==> src/rtl/module_keypad_scan.sv <==
// 4x4 matrix-keypad scanner: drives the column index, samples synchronized rows once per
// column dwell, debounces press and release, and reports the key with a one-cycle pulse.
module module_keypad_scan #(
    parameter int SCAN_TICKS  = 27000,
    parameter int DEB_SAMPLES = 8
) (
    input  logic       clk,
    input  logic       rst_n,
    input  logic [3:0] row_in,
    output logic [1:0] col_sel,
    output logic [3:0] key_code,
    output logic       key_valid,
    output logic       key_held
);

    localparam int TW = $clog2(SCAN_TICKS);
    localparam int DW = $clog2(DEB_SAMPLES + 1);
    localparam logic [TW-1:0] TICK_LAST = TW'(SCAN_TICKS - 1);
    localparam logic [DW-1:0] DEB_LAST  = DW'(DEB_SAMPLES);

    typedef enum logic [1:0] {SCAN, DEBOUNCE, HOLD, RELEASE} state_t;

    state_t          state, state_nxt;
    logic [3:0]      rows_m, rows_s;
    logic [3:0]      pat, pat_nxt;
    logic [TW-1:0]   tick_cnt;
    logic [DW-1:0]   deb_cnt, deb_nxt, deb_inc;
    logic [1:0]      col_nxt;
    logic [3:0]      code_nxt;
    logic            valid_nxt;
    logic            sample;

    // Multiple rows on one column: the lowest row index wins.
    function automatic logic [1:0] low_row(input logic [3:0] p);
        low_row = 2'd0;
        for (int i = 3; i >= 0; i--) begin
            if (p[i]) low_row = 2'(i);
        end
    endfunction

    always_ff @(posedge clk or negedge rst_n) begin
        if (!rst_n) begin
            rows_m   <= 4'b0000;
            rows_s   <= 4'b0000;
            tick_cnt <= '0;
        end else begin
            rows_m   <= row_in;
            rows_s   <= rows_m;
            tick_cnt <= sample ? '0 : tick_cnt + TW'(1);
        end
    end

    assign sample   = (tick_cnt == TICK_LAST);
    assign deb_inc  = deb_cnt + DW'(1);
    assign key_held = (state == HOLD) || (state == RELEASE);

    // key_valid is a single-cycle, unacknowledged pulse: key_code is valid in that same
    // cycle and stays stable until the next accepted press.
    always_ff @(posedge clk or negedge rst_n) begin
        if (!rst_n) begin
            state     <= SCAN;
            col_sel   <= 2'd0;
            pat       <= 4'b0000;
            deb_cnt   <= '0;
            key_code  <= 4'd0;
            key_valid <= 1'b0;
        end else begin
            state     <= state_nxt;
            col_sel   <= col_nxt;
            pat       <= pat_nxt;
            deb_cnt   <= deb_nxt;
            key_code  <= code_nxt;
            key_valid <= valid_nxt;
        end
    end

    always_comb begin
        state_nxt = state;
        col_nxt   = col_sel;
        pat_nxt   = pat;
        deb_nxt   = deb_cnt;
        code_nxt  = key_code;
        valid_nxt = 1'b0;
        if (sample) begin
            case (state)
                SCAN: begin
                    if (rows_s == 4'b0000) begin
                        col_nxt = col_sel + 2'd1;
                    end else begin
                        pat_nxt = rows_s;
                        deb_nxt = DW'(1);
                        if (DEB_SAMPLES == 1) begin
                            valid_nxt = 1'b1;
                            code_nxt  = {low_row(rows_s), col_sel};
                            deb_nxt   = '0;
                            state_nxt = HOLD;
                        end else begin
                            state_nxt = DEBOUNCE;
                        end
                    end
                end
                DEBOUNCE: begin
                    if (rows_s == pat) begin
                        deb_nxt = deb_inc;
                        if (deb_inc == DEB_LAST) begin
                            valid_nxt = 1'b1;
                            code_nxt  = {low_row(pat), col_sel};
                            deb_nxt   = '0;
                            state_nxt = HOLD;
                        end
                    end else begin
                        // A bounce or changed combination abandons the press and moves on.
                        deb_nxt   = '0;
                        col_nxt   = col_sel + 2'd1;
                        state_nxt = SCAN;
                    end
                end
                HOLD: begin
                    if (rows_s == 4'b0000) begin
                        if (DEB_SAMPLES == 1) begin
                            deb_nxt   = '0;
                            col_nxt   = col_sel + 2'd1;
                            state_nxt = SCAN;
                        end else begin
                            deb_nxt   = DW'(1);
                            state_nxt = RELEASE;
                        end
                    end
                end
                RELEASE: begin
                    if (rows_s != 4'b0000) begin
                        deb_nxt   = '0;
                        state_nxt = HOLD;
                    end else if (deb_inc == DEB_LAST) begin
                        deb_nxt   = '0;
                        col_nxt   = col_sel + 2'd1;
                        state_nxt = SCAN;
                    end else begin
                        deb_nxt = deb_inc;
                    end
                end
                default: state_nxt = SCAN;
            endcase
        end
    end

endmodule
==> config.mk <==
export PLATFORM = sky130hd
export DESIGN_NAME = module_keypad_scan
export DESIGN_NICKNAME = d
export VERILOG_FILES = /design/src/rtl/module_keypad_scan.sv
export SDC_FILE = /design/constraint.sdc
export NUM_CORES = 1
export LEC_CHECK = 0
export ABC_CLOCK_PERIOD_IN_PS = 2700
export CORE_AREA = 2 2 76 108
export CTS_BUF_LIST = sky130_fd_sc_hd__clkbuf_16
export DETAILED_ROUTE_END_ITERATION = 7
export DIE_AREA = 0 0 78 110
export PLACE_DENSITY = 0.4
export SYNTH_ARGS = -nofsm -noshare
export SYNTH_HDL_FRONTEND = slang
export SYNTH_SLANG_ARGS = --single-unit
==> constraint.sdc <==
create_clock -name clk -period 2.7 [get_ports clk]
set_input_delay 0.675 -clock clk [delete_from_list [all_inputs] [get_ports clk]]
set_output_delay 0.675 -clock clk [all_outputs]
set_load 0.01 [all_outputs]
Word-level counts from Yosys, hierarchy flattened --
Cells that the tools add are included.
Storage, ports and cells: flip-flop bits (word level) 40, bits in latches 0, bits in writable memories 0, ROM bits 0, input bits 6, output and inout port bits 8, word-level logic and storage cells 64, memories kept 0
Operators by class: add/sub/neg operators 3, multipliers 0, divide/modulo/power cells 0, magnitude comparators 0, equal/unequal tests 14, shift-type cells 0, muxes and demuxes 27, bitwise logic cells 1, reduce and logical (&&, ||, !) cells 10
Operators with widths (count):
- $mux W2 | 14
- $mux W4 | 5
- $pmux W4 S4 | 1
- $add A15 B1 Y15 const B | 1
- $eq A15 B15 Y1 const B | 1
- $mux W15 | 1
- $ne A2 B2 Y1 const B | 4
- $pmux W2 S4 | 1
- $pmux W2 S3 | 1
- $reduce_and A3 Y1 | 2
- $reduce_and A6 Y1 | 1
- $reduce_and A5 Y1 | 1
- $add A4 B1 Y4 const B | 1
- $eq A2 B2 Y1 const B | 2
- $eq A4 B4 Y1 | 1
- $eq A4 B4 Y1 const B | 1
- $logic_not A4 Y1 | 1
- $mux W1 | 4
- $ne A2 B1 Y1 const B | 2
- $reduce_and A4 Y1 | 1
- $reduce_bool A4 Y1 | 1
- $ne A3 B1 Y1 const B | 1
- $ne A3 B3 Y1 const B | 1
- $reduce_bool A3 Y1 | 1
- 5 further kinds | 5

Logic depth before layout (Yosys ltp) --
depth in word-level cells 6, gate-level depth with buffers 7, depth with buffers taken out 6

Worst setup path before layout --
No wires, ideal clock.
path type register -> register, start register tick_cnt[10], end register key_code[0], library setup time 125 ps, data arrival time 2085 ps, data required time 2575 ps, slack 490 ps, stages on the path, launching flop included 7, path buffers 1, clock period less this slack 2210 ps, cell sequence dfrtp_1 or4b_4 nor4_4 nand2_2 or3_1 buf_2 mux2_4
Between the ends: word-level cells in the longest chain between the ends 2
Ends and longest elaborated chain:
- start: declaration | line 26 | logic [TW-1:0] tick_cnt;
- start signal: assignment | line 49 | tick_cnt <= sample ? '0 : tick_cnt + TW'(1);
- $eq A15 B15 Y1 | line 53 | assign sample = (tick_cnt == TICK_LAST);
- $reduce_and A4 Y1 (no line)
- end signal: assignment | line 72 | key_code <= code_nxt;
- end: declaration | line 11 | output logic [3:0] key_code,
Every way passes these cells. A chain may end at the register's enable or synchronous reset.

Worst setup path in the final report --
start register deb_cnt[0], end register key_code[0]
Between the ends: word-level cells in the longest chain between the ends 3
Ends and longest elaborated chain:
- start: declaration | line 27 | logic [DW-1:0] deb_cnt, deb_nxt, deb_inc;
- start signal: assignment | line 71 | deb_cnt <= deb_nxt;
- $add A4 B1 Y4 | line 54 | assign deb_inc = deb_cnt + DW'(1);
- $eq A4 B4 Y1 | line 105 | if (deb_inc == DEB_LAST) begin
- $reduce_and A4 Y1 (no line)
Every way passes these cells.

==> metrics.md <==
| Metric | Value |
|---|---|
| Crit path time final | `2.29 ns` |
| Multi-input logic area | `approximately 830 sq um` |
| Adder-cell share of the synthesized area | `2.02%` |
| GPL Wtd Cong | `0.739` |
| Setup Buffers After CTS | `0` |
| Status | `completed` |
| Synth Instances | `168` |
| Compound-Gate Fraction of Synth Area | `under 10%` |
| DRC Markers | `0` |
| FF/Latch Area | `0.00100 sq mm` |
| Largest cells by area after synthesis | `dfrtp_1, xor2_1, xnor2_1` |
| Worst Setup End Kind | `flip-flop` |
| Sequential area share after synthesis | `53.8%` |
| # setup viols final | `0` |
| MaxCap Viol Count | `0` |
| Filler cell count | `approximately 830` |
| Simple-Gate Fraction of Synth Area | `19.0%` |
| First-pass GRT wire length | `6.45 mm` |
| Reg2Reg Depth | `6` |
| Hold-fix buffers, CTS | `0` |
| Synth unique cells | `36` |
| Combinational family with the most area after synthesis | `simple AND/OR/NAND/NOR gates` |
| Final Hold Viols | `0` |
| # resized after CTS | `0` |
| Post-synth top flop | `dfrtp_1` |
| Share of cells above drive strength 1 | `between 10% and 20%` |
| R2R setup slack | `~0.41 ns` |
| Fin. max-slew vios | `0` |
| Tot GR Track Use | `9.67%` |
| Global route overflow | `0` |
| Worst Path Arrival | `2.46 ns` |
| Req. time, crit path | `2.87 ns` |
| Achievable frequency | `between 400 and 500 MHz` |
| Number of synthesized flops with an enable pin | `0` |
| DIE HEIGHT | `110 microns` |
| Pleak | `0.000984 uW` |
| CTS tree | `done` |
| Post-Syn Nets | `177` |
| Vias in the first global route | `1337` |
| Vias per cell | `4.47` |
| I/O pin cnt | `14` |
| Horiz. Die Dim | `78 microns` |
| DP HPWL | `2.73 mm` |
| Relative slew slack | `roughly half` |
| Clock Path Buffers | `2` |
| Pre-Repair DR Iteration Count | `4` |
| Worst-Margin Slew | `0.722 ns` |
| Sink Count | `40` |
| RSZ-0062 raised after global routing | `false` |
| Synth cell count leaders | `dfrtp_1, nand2_1, nor2_1, a21oi_1, xor2_1` |
| Via count | `1277` |
| Fraction of registers with async set or reset after synthesis | `100%` |
| Most common cell in the synthesized netlist | `dfrtp_1` |
| Synth top area share | `53.8%` |
| PD cells | `577 mW/mm^2` |
| Initial antenna violation count | `0` |
| Number of port buffers | `13` |
| Setup crit start kind | `flip-flop` |
| DIE AREA | `0.00858 sq mm` |
| Cts bufs inserted | `5` |
| Post-synthesis mux area share | `6.26%` |
| Mapped cell area | `0.00186 sq mm` |
| Avg Cell Area, Syn | `11.1 sq um` |
| Hold crit path type | `in2async` |
| Clock slew at reported path FFs | `0.06 ns` |
| Worst R2R End | `key_code[0]` |
| Worst setup path class | `reg2reg` |
| Xor and xnor area share after synthesis | `under 10%` |
| Initial Utilization | `between 20% and 30%` |
| Nets | `194` |
| Root buf cell | `clkbuf_16` |
| Crit-path max FO | `8` |
| Yosys warns | `0` |
| CORE AREA | `about 0.0076 sq mm` |
| Worst-skew pair later-pin latency | `0.28 ns` |
| Layout area overhead | `22.5%` |
| Final Cycle Share | `85.0%` |
| N_diodes | `0` |
| DRT Wirelength | `3.72 mm` |
| VDD IR max | `0.000334 V` |
| ANT nets after route | `0` |
| Pin count of the biggest net entering global routing | `25` |
| Synth Register Bits | `40` |
| Final hold slack | `0.302 ns` |
| 1st-iter DRT viols | `61` |
| Synth area leader | `dfrtp_1` |
| Setup TNS after final layout | `0 ns` |
| H-tree levels | `2` |
| Avg WL per Cell | `13.0 microns` |
| Reg-to-Reg Start | `deb_cnt[0]` |
| Row Count | `38` |
| Clock skew | `between 0.003 and 0.004 ns` |
area by class of cell:
| type | count | area share (%) |
|---|---|---|
| well taps | 100 | 5.49 |
| repair buffers | 15 | 6.15 |
| clock inverters | 3 | 2.09 |
| flip-flops and latches | 40 | 44.0 |
| clock buffers | 5 | 5.49 |
| multi-input cells | 121 | 36.5 |
| inverters | 2 | 0.330 |
stage by stage:
| step | setup WS, ns | cells | total power, uW | utilization (%) | cell area (sq um) |
|---|---|---|---|---|---|
| 2_1_floorplan | 0.490 | 168 | 624 | - | 1860 |
| 3_3_place_gp | 0.425 | 278 | 647 | 27.7 | 2100 |
| 3_5_place_dp | 0.409 | 278 | 647 | 27.7 | 2100 |
| 4_1_cts | 0.406 | 286 | 1340 | 29.9 | 2280 |
| 5_1_grt | 0.287 | 286 | 1360 | 29.9 | 2280 |
| 6_report | 0.406 | 286 | 1310 | 29.9 | 2280 |
power by group:
| group | switching (uW) | internal [uW] | total (uW) |
|---|---|---|---|
| clock | 242 | 439 | 680 |
| sequential | 4.17 | 605 | 610 |
| combinational | 15.6 | 9.02 | 24.6 |
critical path, cell delays in order, from the launching register on:
cell and delay [ns]:
dfrtp_1 0.46, ha_1 0.28, nand2b_1 0.17, nor3b_1 0.27, a21oi_1 0.15, or3_1 0.53
mux2_4 0.33
logic make-up after synthesis:
logic type / count (synthesis)
simple gates: 64
flops: 40
compound gates: 27
xor+xnor: 18
mux: 9
buf+inv: 7
fa+ha+maj: 3
metal layers:
layer	GRT usage [%]	vias up	routed length, microns
li1	-	629	-
met1	10.7	630	1560
met2	17.6	14	2040
met3	2.04	4	74
met4	4.64	0	55
met5	0	-	0
cell usage in the layout, fill, tap and decap left out, types with 2 or more instances in the layout:
cell type,synthesis,routed
dfrtp_1,40,40
nand2_1,15,15
nor2_1,14,14
clkdlybuf4s50_1,0,12
a21oi_1,11,11
xor2_1,11,11
o21ai_0,7,7
xnor2_1,7,7
nand4_1,5,5
mux2_2,5,5
clkbuf_16,0,5
and3_1,4,4
or3_1,4,4
mux2_4,4,4
nand2b_1,3,3
nand3_1,3,3
ha_1,3,3
and2_1,2,2
or4_1,2,2
nor4_1,2,2
nand3b_1,2,2
nor3_1,2,2
inv_1,2,2
a211o_1,2,2
o2111ai_1,2,2
clkinv_4,0,2
buf_4,0,2
worst max-delay path by stage:
| stage | start | to | slack [ns] | cells past startpoint |
|---|---|---|---|---|
| after floorplan | tick_cnt[10] | key_code[0] | 0.49 | 6 |
| after global placement | deb_cnt[0] | key_code[3] | 0.42 | 6 |
| after detailed placement | deb_cnt[0] | key_code[2] | 0.41 | 6 |
| after CTS | deb_cnt[0] | key_code[0] | 0.41 | 6 |
| after global routing | deb_cnt[0] | key_code[0] | 0.29 | 6 |
| final | deb_cnt[0] | key_code[0] | 0.41 | 6 |
flip-flops by register name, summed over array words and instances (netlist names):
signal,flops
tick_cnt,15
rows_m,4
state,2
deb_cnt,4
rows_s,4
key_valid,1
col_sel,2
key_code,4
pat,4
Power figures use the tool's default switching activity.
